`config.mk`:
```
export PLATFORM = sky130hd
export DESIGN_NAME = gfx_rom_arbiter_flat
export DESIGN_NICKNAME = d
export VERILOG_FILES = /design/src/rtl/gfx_rom_arbiter_if.sv /design/src/rtl/gfx_rom_arbiter.sv /design/src/flat_wrapper.sv
export SDC_FILE = /design/constraint.sdc
export NUM_CORES = 1
export LEC_CHECK = 0
export ABC_CLOCK_PERIOD_IN_PS = 4400
export BUFFER_PORTS_ARGS = -buffer_cell sky130_fd_sc_hd__buf_2
export CAP_MARGIN = 30
export CORE_MARGIN = 2
export CORE_UTILIZATION = 45
export CTS_BUF_LIST = sky130_fd_sc_hd__clkbuf_16
export DETAILED_ROUTE_END_ITERATION = 8
export GPL_TIMING_DRIVEN = 0
export PLACE_DENSITY = 0.77
export SYNTH_ARGS = -nofsm -noshare
export SYNTH_HDL_FRONTEND = slang
export SYNTH_SLANG_ARGS = --single-unit
```
`constraint.sdc`:
```
create_clock -name clk -period 4.4 [get_ports clk]
set_clock_uncertainty 0.1 [all_clocks]
set_input_delay 0.66 -clock clk [delete_from_list [all_inputs] [get_ports clk]]
set_output_delay 0.66 -clock clk [all_outputs]
set_load 0.02 [all_outputs]
```
`src/rtl/gfx_rom_arbiter_if.sv`:
```
// -----------------------------------------------------------------------------
// gfx_rom_arbiter_if
// Bundles the three requester toggle channels and the downstream SDRAM/ROM
// toggle channel of gfx_rom_arbiter.
//
// Handshake (toggle protocol, identical on every channel): a requester flips
// reqN to start a read and keeps req_addrN stable while reqN != ackN. The
// responder flips ackN back to equal reqN in the same cycle dataN becomes
// valid. dataN is held until the next completion on that channel. The
// downstream side works the same way with sdr_req/sdr_ack/sdr_data.
//
// Modports
//   master : the arbiter (serves requesters, drives the downstream request)
//   slave  : the environment (requesters and downstream memory controller)
// -----------------------------------------------------------------------------
interface gfx_rom_arbiter_if #(
    parameter int ADDR_W  = 27,
    parameter int PADDR_W = 21
);
    logic [PADDR_W-1:0] req_addr0;
    logic [PADDR_W-1:0] req_addr1;
    logic [PADDR_W-1:0] req_addr2;
    logic               req0;
    logic               req1;
    logic               req2;
    logic               ack0;
    logic               ack1;
    logic               ack2;
    logic [31:0]        data0;
    logic [31:0]        data1;
    logic [31:0]        data2;

    logic [ADDR_W-1:0]  sdr_addr;
    logic               sdr_req;
    logic               sdr_ack;
    logic [31:0]        sdr_data;

    modport master (
        input  req_addr0, req_addr1, req_addr2,
        input  req0, req1, req2,
        output ack0, ack1, ack2,
        output data0, data1, data2,
        output sdr_addr, sdr_req,
        input  sdr_ack, sdr_data
    );

    modport slave (
        output req_addr0, req_addr1, req_addr2,
        output req0, req1, req2,
        input  ack0, ack1, ack2,
        input  data0, data1, data2,
        input  sdr_addr, sdr_req,
        output sdr_ack, sdr_data
    );
endinterface

```
`src/rtl/gfx_rom_arbiter.sv`:
```
// -----------------------------------------------------------------------------
// gfx_rom_arbiter
// Shares one toggle-handshake SDRAM/ROM read channel among three graphics
// requesters: port 0 = TC0100SCN tile fetch, port 1 = sprite engine,
// port 2 = CPU ROM. Requests are serialised, a per-port byte base offset is
// added to the zero-extended requester address (wrapping modulo 2^ADDR_W),
// and the 32-bit read word is returned on the winning port.
//
// Ports
//   clk        system clock
//   reset_n    asynchronous reset, active low
//   bus        gfx_rom_arbiter_if.master: req_addrN/reqN/ackN/dataN per port,
//              sdr_addr/sdr_req/sdr_ack/sdr_data downstream
//   busy       high while a transfer is being issued or awaited
//   grant      port being serviced (0..2), 3 when idle
//   dbg_state  current FSM state (0 idle, 1 issue, 2 wait)
//
// Configuration macro
//   GFX_ARB_ROUND_ROBIN_EN  undefined: fixed priority 0 > 1 > 2 (port 0 can
//                           starve the others). Defined: rotating priority,
//                           search starts after the last granted port; the
//                           last grant resets to 2 so port 0 goes first.
// -----------------------------------------------------------------------------
module gfx_rom_arbiter #(
    parameter int                ADDR_W  = 27,
    parameter int                PADDR_W = 21,
    parameter logic [ADDR_W-1:0] BASE0   = '0,
    parameter logic [ADDR_W-1:0] BASE1   = '0,
    parameter logic [ADDR_W-1:0] BASE2   = '0
) (
    input  logic              clk,
    input  logic              reset_n,
    gfx_rom_arbiter_if.master bus,
    output logic              busy,
    output logic [1:0]        grant,
    output logic [1:0]        dbg_state
);

    typedef enum logic [1:0] {
        S_IDLE  = 2'd0,
        S_ISSUE = 2'd1,
        S_WAIT  = 2'd2
    } state_t;

    state_t            state;
    state_t            state_nx;

    logic [2:0]        req_vec;
    logic [2:0]        pend;
    logic              any_pend;
    logic [1:0]        win_sel;
    logic [ADDR_W-1:0] win_addr;

    logic [1:0]        win_port;
    logic              win_req;
    logic [ADDR_W-1:0] sdr_addr_q;
    logic              sdr_req_q;
    logic [2:0]        ack_q;
    logic [31:0]       data_q [3];
    logic              xfer_done;

`ifdef GFX_ARB_ROUND_ROBIN_EN
    logic [1:0]        last_grant;
`endif

    assign req_vec  = {bus.req2, bus.req1, bus.req0};
    assign pend     = req_vec ^ ack_q;
    assign any_pend = |pend;
    // Only meaningful in WAIT: ISSUE has just made sdr_req differ from sdr_ack.
    assign xfer_done = (bus.sdr_ack == sdr_req_q);

    // Winner selection. Only consulted in IDLE, so requests that arrive during
    // ISSUE/WAIT simply compete at the next IDLE.
    always_comb begin
        win_sel = 2'd0;
`ifdef GFX_ARB_ROUND_ROBIN_EN
        case (last_grant)
            2'd0:    win_sel = pend[1] ? 2'd1 : (pend[2] ? 2'd2 : 2'd0);
            2'd1:    win_sel = pend[2] ? 2'd2 : (pend[0] ? 2'd0 : 2'd1);
            default: win_sel = pend[0] ? 2'd0 : (pend[1] ? 2'd1 : 2'd2);
        endcase
`else
        win_sel = pend[0] ? 2'd0 : (pend[1] ? 2'd1 : 2'd2);
`endif
    end

    // Base offset plus zero-extended address; the sum wraps in ADDR_W bits.
    always_comb begin
        win_addr = '0;
        case (win_sel)
            2'd0:    win_addr = BASE0 + ADDR_W'(bus.req_addr0);
            2'd1:    win_addr = BASE1 + ADDR_W'(bus.req_addr1);
            default: win_addr = BASE2 + ADDR_W'(bus.req_addr2);
        endcase
    end

    // FSM: state register
    always_ff @(posedge clk or negedge reset_n) begin
        if (!reset_n) begin
            state <= S_IDLE;
        end else begin
            state <= state_nx;
        end
    end

    // FSM: next state
    always_comb begin
        state_nx = state;
        case (state)
            S_IDLE:  if (any_pend) state_nx = S_ISSUE;
            S_ISSUE: state_nx = S_WAIT;
            S_WAIT:  if (xfer_done) state_nx = S_IDLE;
            default: state_nx = S_IDLE;
        endcase
    end

    // FSM: outputs
    always_comb begin
        busy      = (state == S_ISSUE) || (state == S_WAIT);
        grant     = (state == S_IDLE) ? 2'd3 : win_port;
        dbg_state = state;
    end

    // Datapath. ackN takes the request value latched at grant time, so a
    // requester that re-toggles mid-service remains pending and is served again.
    always_ff @(posedge clk or negedge reset_n) begin
        if (!reset_n) begin
            win_port   <= 2'd0;
            win_req    <= 1'b0;
            sdr_addr_q <= '0;
            sdr_req_q  <= 1'b0;
            ack_q      <= 3'b000;
            for (int i = 0; i < 3; i++) begin
                data_q[i] <= 32'd0;
            end
`ifdef GFX_ARB_ROUND_ROBIN_EN
            last_grant <= 2'd2;
`endif
        end else begin
            case (state)
                S_IDLE: begin
                    if (any_pend) begin
                        win_port   <= win_sel;
                        win_req    <= req_vec[win_sel];
                        sdr_addr_q <= win_addr;
`ifdef GFX_ARB_ROUND_ROBIN_EN
                        last_grant <= win_sel;
`endif
                    end
                end
                S_ISSUE: begin
                    sdr_req_q <= ~sdr_req_q;
                end
                S_WAIT: begin
                    if (xfer_done) begin
                        data_q[win_port] <= bus.sdr_data;
                        ack_q[win_port]  <= win_req;
                    end
                end
                default: ;
            endcase
        end
    end

    assign bus.sdr_addr = sdr_addr_q;
    assign bus.sdr_req  = sdr_req_q;
    assign bus.ack0     = ack_q[0];
    assign bus.ack1     = ack_q[1];
    assign bus.ack2     = ack_q[2];
    assign bus.data0    = data_q[0];
    assign bus.data1    = data_q[1];
    assign bus.data2    = data_q[2];

endmodule

```
`src/flat_wrapper.sv`:
```
// flat-port wrapper written by rule: the top's interface ports become plain ports
module gfx_rom_arbiter_flat 
#(
    parameter int                ADDR_W  = 27,
    parameter int                PADDR_W = 21,
    parameter logic [ADDR_W-1:0] BASE0   = '0,
    parameter logic [ADDR_W-1:0] BASE1   = '0,
    parameter logic [ADDR_W-1:0] BASE2   = '0
)
  (clk, reset_n, busy, grant, dbg_state, bus_req_addr0, bus_req_addr1, bus_req_addr2, bus_req0, bus_req1, bus_req2, bus_ack0, bus_ack1, bus_ack2, bus_data0, bus_data1, bus_data2, bus_sdr_addr, bus_sdr_req, bus_sdr_ack, bus_sdr_data);
  gfx_rom_arbiter_if #(.ADDR_W(ADDR_W), .PADDR_W(PADDR_W)) bus_i ();
  input  logic clk;
  input  logic reset_n;
  output logic busy;
  output logic [1:0] grant;
  output logic [1:0] dbg_state;
  input wire logic [$bits(bus_i.req_addr0)-1:0] bus_req_addr0;
  input wire logic [$bits(bus_i.req_addr1)-1:0] bus_req_addr1;
  input wire logic [$bits(bus_i.req_addr2)-1:0] bus_req_addr2;
  input wire logic [$bits(bus_i.req0)-1:0] bus_req0;
  input wire logic [$bits(bus_i.req1)-1:0] bus_req1;
  input wire logic [$bits(bus_i.req2)-1:0] bus_req2;
  output wire logic [$bits(bus_i.ack0)-1:0] bus_ack0;
  output wire logic [$bits(bus_i.ack1)-1:0] bus_ack1;
  output wire logic [$bits(bus_i.ack2)-1:0] bus_ack2;
  output wire logic [$bits(bus_i.data0)-1:0] bus_data0;
  output wire logic [$bits(bus_i.data1)-1:0] bus_data1;
  output wire logic [$bits(bus_i.data2)-1:0] bus_data2;
  output wire logic [$bits(bus_i.sdr_addr)-1:0] bus_sdr_addr;
  output wire logic [$bits(bus_i.sdr_req)-1:0] bus_sdr_req;
  input wire logic [$bits(bus_i.sdr_ack)-1:0] bus_sdr_ack;
  input wire logic [$bits(bus_i.sdr_data)-1:0] bus_sdr_data;
  assign bus_i.req_addr0 = bus_req_addr0;
  assign bus_i.req_addr1 = bus_req_addr1;
  assign bus_i.req_addr2 = bus_req_addr2;
  assign bus_i.req0 = bus_req0;
  assign bus_i.req1 = bus_req1;
  assign bus_i.req2 = bus_req2;
  assign bus_ack0 = bus_i.ack0;
  assign bus_ack1 = bus_i.ack1;
  assign bus_ack2 = bus_i.ack2;
  assign bus_data0 = bus_i.data0;
  assign bus_data1 = bus_i.data1;
  assign bus_data2 = bus_i.data2;
  assign bus_sdr_addr = bus_i.sdr_addr;
  assign bus_sdr_req = bus_i.sdr_req;
  assign bus_i.sdr_ack = bus_sdr_ack;
  assign bus_i.sdr_data = bus_sdr_data;
  gfx_rom_arbiter #(.ADDR_W(ADDR_W), .PADDR_W(PADDR_W), .BASE0(BASE0), .BASE1(BASE1), .BASE2(BASE2)) u_core (.clk(clk), .reset_n(reset_n), .bus(bus_i), .busy(busy), .grant(grant), .dbg_state(dbg_state));
endmodule
```
==> flow_metrics.tcl <==
set metrics [dict create \
    timing.rr.end "u_core.bus.data0[12]$_DFFE_PN0P_" \
    post-route-util_pct 63.9 \
    post-place-ws_ns 1.86 \
    io-pin-count 233 \
    final_area_mm2 0.00733 \
    syn-mean-instance-area_um2 14.1 \
    p_leak_nw 3.79 \
    portBuffers 226 \
    cp.arrival_ns 1.95 \
    setup_viol 0 \
    endpoint "grant[1]" \
    hp-class "input port to asynchronous set/reset pin" \
    yosys_warnings 0 \
    finish.net_count 732 \
    placed_area_mm2 0.00666 \
    slowest_delay_ns 0.41 \
    clk_latency_ns 0.41 \
    start_util_pct 46.2 \
    synth-seq-cells 126 \
    drtIter0Drc 164 \
    cp-start-kind "flop" \
    clk_path_buf_depth 2 \
    fin_ws_ns 1.69 \
    routed_wirelength_um 13200 \
    dpl.hpwl_um 9680 \
    p_per_area_mw_per_mm2 855 \
    layout-drive-gt1-share_pct 59.1 \
    cp_slowest_cell "dfrtp_1" \
    r2r-start "u_core.dbg_state[0]$_DFFE_PN0P_" \
    required_ns 3.64 \
    numCtsBuffers 17 \
    grt-ovfl-total 0 \
    cts.sinks 126 \
    critPathKind "flop to output port" \
    relSlewSlack_pct 51.5 \
    dieArea_mm2 0.0126 \
    n_fill_cell 906 \
    cts_tree "built" \
    dp.cells 751 \
    core_mm2 0.0115 \
    grt_pass1_vias 4152 \
    antenna_cells 0 \
    cp_max_fo 10 \
    vdd_drop_max_mv 0.488 \
    ff2ff_setup_slack_ns 2.19 \
    cts_resized 0 \
    ant_nets 0 \
    fin_crit_sh_pct 61.5 \
    grt_pass1_wl_um 20700 \
    gp_congestion 0.807 \
    htree_levels 4 \
    finalHoldViolCount 0 \
    period_needed_ns 2.71 \
    stdcell_count 783 \
    status "complete, no violations" \
    synth.top_cell.area_share_pct 59.6 \
    die_x_um 112 \
    syn2layout_area_growth_pct 38.4 \
    end_kind "output port" \
    fmax_ghz 0.369 \
    maxCapViolCount 0 \
    syn_area_mm2 0.00529 \
    grt_max_degree 82 \
    synth_top_area_cell "dfrtp_1" \
    drtPass1Iterations 4 \
    grt_usage_pct 21.1 \
    antenna_found_initial 0 \
    hold_buffers 0 \
    seq_area_frac_synth_pct 59.6 \
    path_clk_slew_ns 0.06 \
    vias_per_cell 5.05 \
    finalSetupTns_ns 0 \
    clock-root-buffer "clkbuf_16" \
    reg2reg_depth 5 \
    synth_cell_types 31 \
    synth_cells 376 \
    die_height_um 112 \
    cts_setup_buffers 0 \
    cp-startpoint "u_core.dbg_state[1]$_DFFE_PN0P_" \
    rows 39 \
    num_vias 3957 \
    cp_cell_sequence "inv_1 -> ha_1 -> clkbuf_1 -> or2_2 -> buf_2" \
    rsz0062_at_grt "no" \
    drc 0 \
    slew_viol_final 0 \
    synth.area.top_cells "dfrtp_1 (60%), mux2_2 (21%), a32o_1 (2.8%)" \
    wire_per_inst_um 16.8 \
    tightest_slew_ns 0.725 \
]
-- Yosys cell counts --
cell type / count
mux2_2: 97
and2_1: 1
xor2_4: 1
mux2_1: 2
xnor2_2: 1
nor4b_4: 1
o21ai_0: 3
a32o_1: 15
mux2i_1: 6
inv_1: 4
buf_2: 11
buf_6: 1
ha_1: 4
xor2_1: 4
nor2_1: 10
buf_4: 6
o22a_1: 16
a221oi_1: 1
conb_1: 1
nand2_4: 1
nor3b_1: 1
nand2_1: 34
a21o_1: 6
a21oi_1: 3
nor3_1: 1
or2_2: 2
a211oi_1: 6
o31ai_1: 2
dfrtp_1: 126
nand4bb_1: 1
clkbuf_1: 8
-- per-layer routing --
metal	up-vias	track usage, %	wire length (µm)
li1	1852	-	-
met1	1908	23.7	5230
met2	173	36.1	6500
met3	24	8.37	1160
met4	0	8.62	279
met5	-	0	0
-- area by class of cell --
type	count	area, µm²	share of cell area, %
clock buffers	17	425	5.81
inverters	4	15.0	0.205
plain buffers	26	141	1.93
well taps	143	179	2.44
flip-flops and latches	126	3150	43.0
multi-input cells	225	2000	27.3
repair buffers	227	1160	15.9
clock inverters	15	244	3.33
-- worst min-delay path by stage --
stage	startpoint	endpoint	slack, ns
after floorplan	reset_n	u_core.ack_q[0]$_DFFE_PN0P_	0.26
after global placement	u_core.bus.sdr_addr[7]$_DFFE_PN0P_	u_core.bus.sdr_addr[7]$_DFFE_PN0P_	0.36
after detailed placement	u_core.bus.sdr_addr[3]$_DFFE_PN0P_	u_core.bus.sdr_addr[3]$_DFFE_PN0P_	0.36
after CTS	reset_n	u_core.bus.data0[10]$_DFFE_PN0P_	0.08
after global routing	reset_n	u_core.bus.data0[10]$_DFFE_PN0P_	0.08
final	reset_n	u_core.bus.data0[10]$_DFFE_PN0P_	0.07
-- stage by stage --
step | power, mW | hold slack [ns]
6_report | 6.27 | 0.0667
3_5_place_dp | 4.72 | 0.363
5_1_grt | 6.61 | 0.0814
3_3_place_gp | 4.63 | 0.357
4_1_cts | 6.33 | 0.0805
2_1_floorplan | 3.77 | 0.264
-- worst max-delay path: cells and delay by family, from the launching register on --
| kind | cells | cell delay (ns) |
|---|---|---|
| buffers and inverters | 3 | 0.65 |
| flip-flops | 1 | 0.41 |
| adder cells (fa/ha/maj) | 1 | 0.27 |
| AND/OR/NAND/NOR | 1 | 0.19 |
-- where the power goes --
| part | internal (mW) | switching, mW | total [mW] |
|---|---|---|---|
| Sequential | 1.71 | 0.312 | 2.02 |
| Clock | 1.06 | 0.516 | 1.58 |
| Combinational | 1.10 | 1.57 | 2.67 |
| Total | 3.87 | 2.40 | 6.27 |
-- registers in the layout (all words and copies together) (netlist names) --
| name | cells |
|---|---|
| u_core.win_req | 1 |
| u_core.bus.sdr_req | 1 |
| u_core.bus.data1 | 32 |
| u_core.bus.data0 | 32 |
| u_core.bus.data2 | 32 |
| u_core.bus.sdr_addr | 21 |
| u_core.dbg_state | 2 |
| u_core.win_port | 2 |
| u_core.ack_q | 3 |
-- layout by cell type (no fill, tap or decap), types with 5 or more instances in the layout --
cell	instances
a211oi_1	6
conb_1	6
a32o_1	15
dfrtp_1	126
buf_2	236
buf_4	6
inv_1	5
clkbuf_1	8
nand2_1	34
a21o_1	6
bufinv_16	6
clkbuf_16	17
nor2_1	10
mux2_2	97
mux2i_1	6
o22a_1	16
-- cell families (layout without fill, tap and decap cells) --
logic type	Yosys count	count (layout)	share of synthesized area (%)
buffers and inverters	30	289	2.95
AO/OA/AOI/OAI	52	52	8.20
AND/OR/NAND/NOR	52	52	4.59
flip-flops	126	126	59.6
adder cells (fa/ha/maj)	4	4	0.945
other	1	6	0.0708
multiplexers	105	105	22.2
XOR/XNOR	6	6	1.49
(Power assumes the default switching activity.)
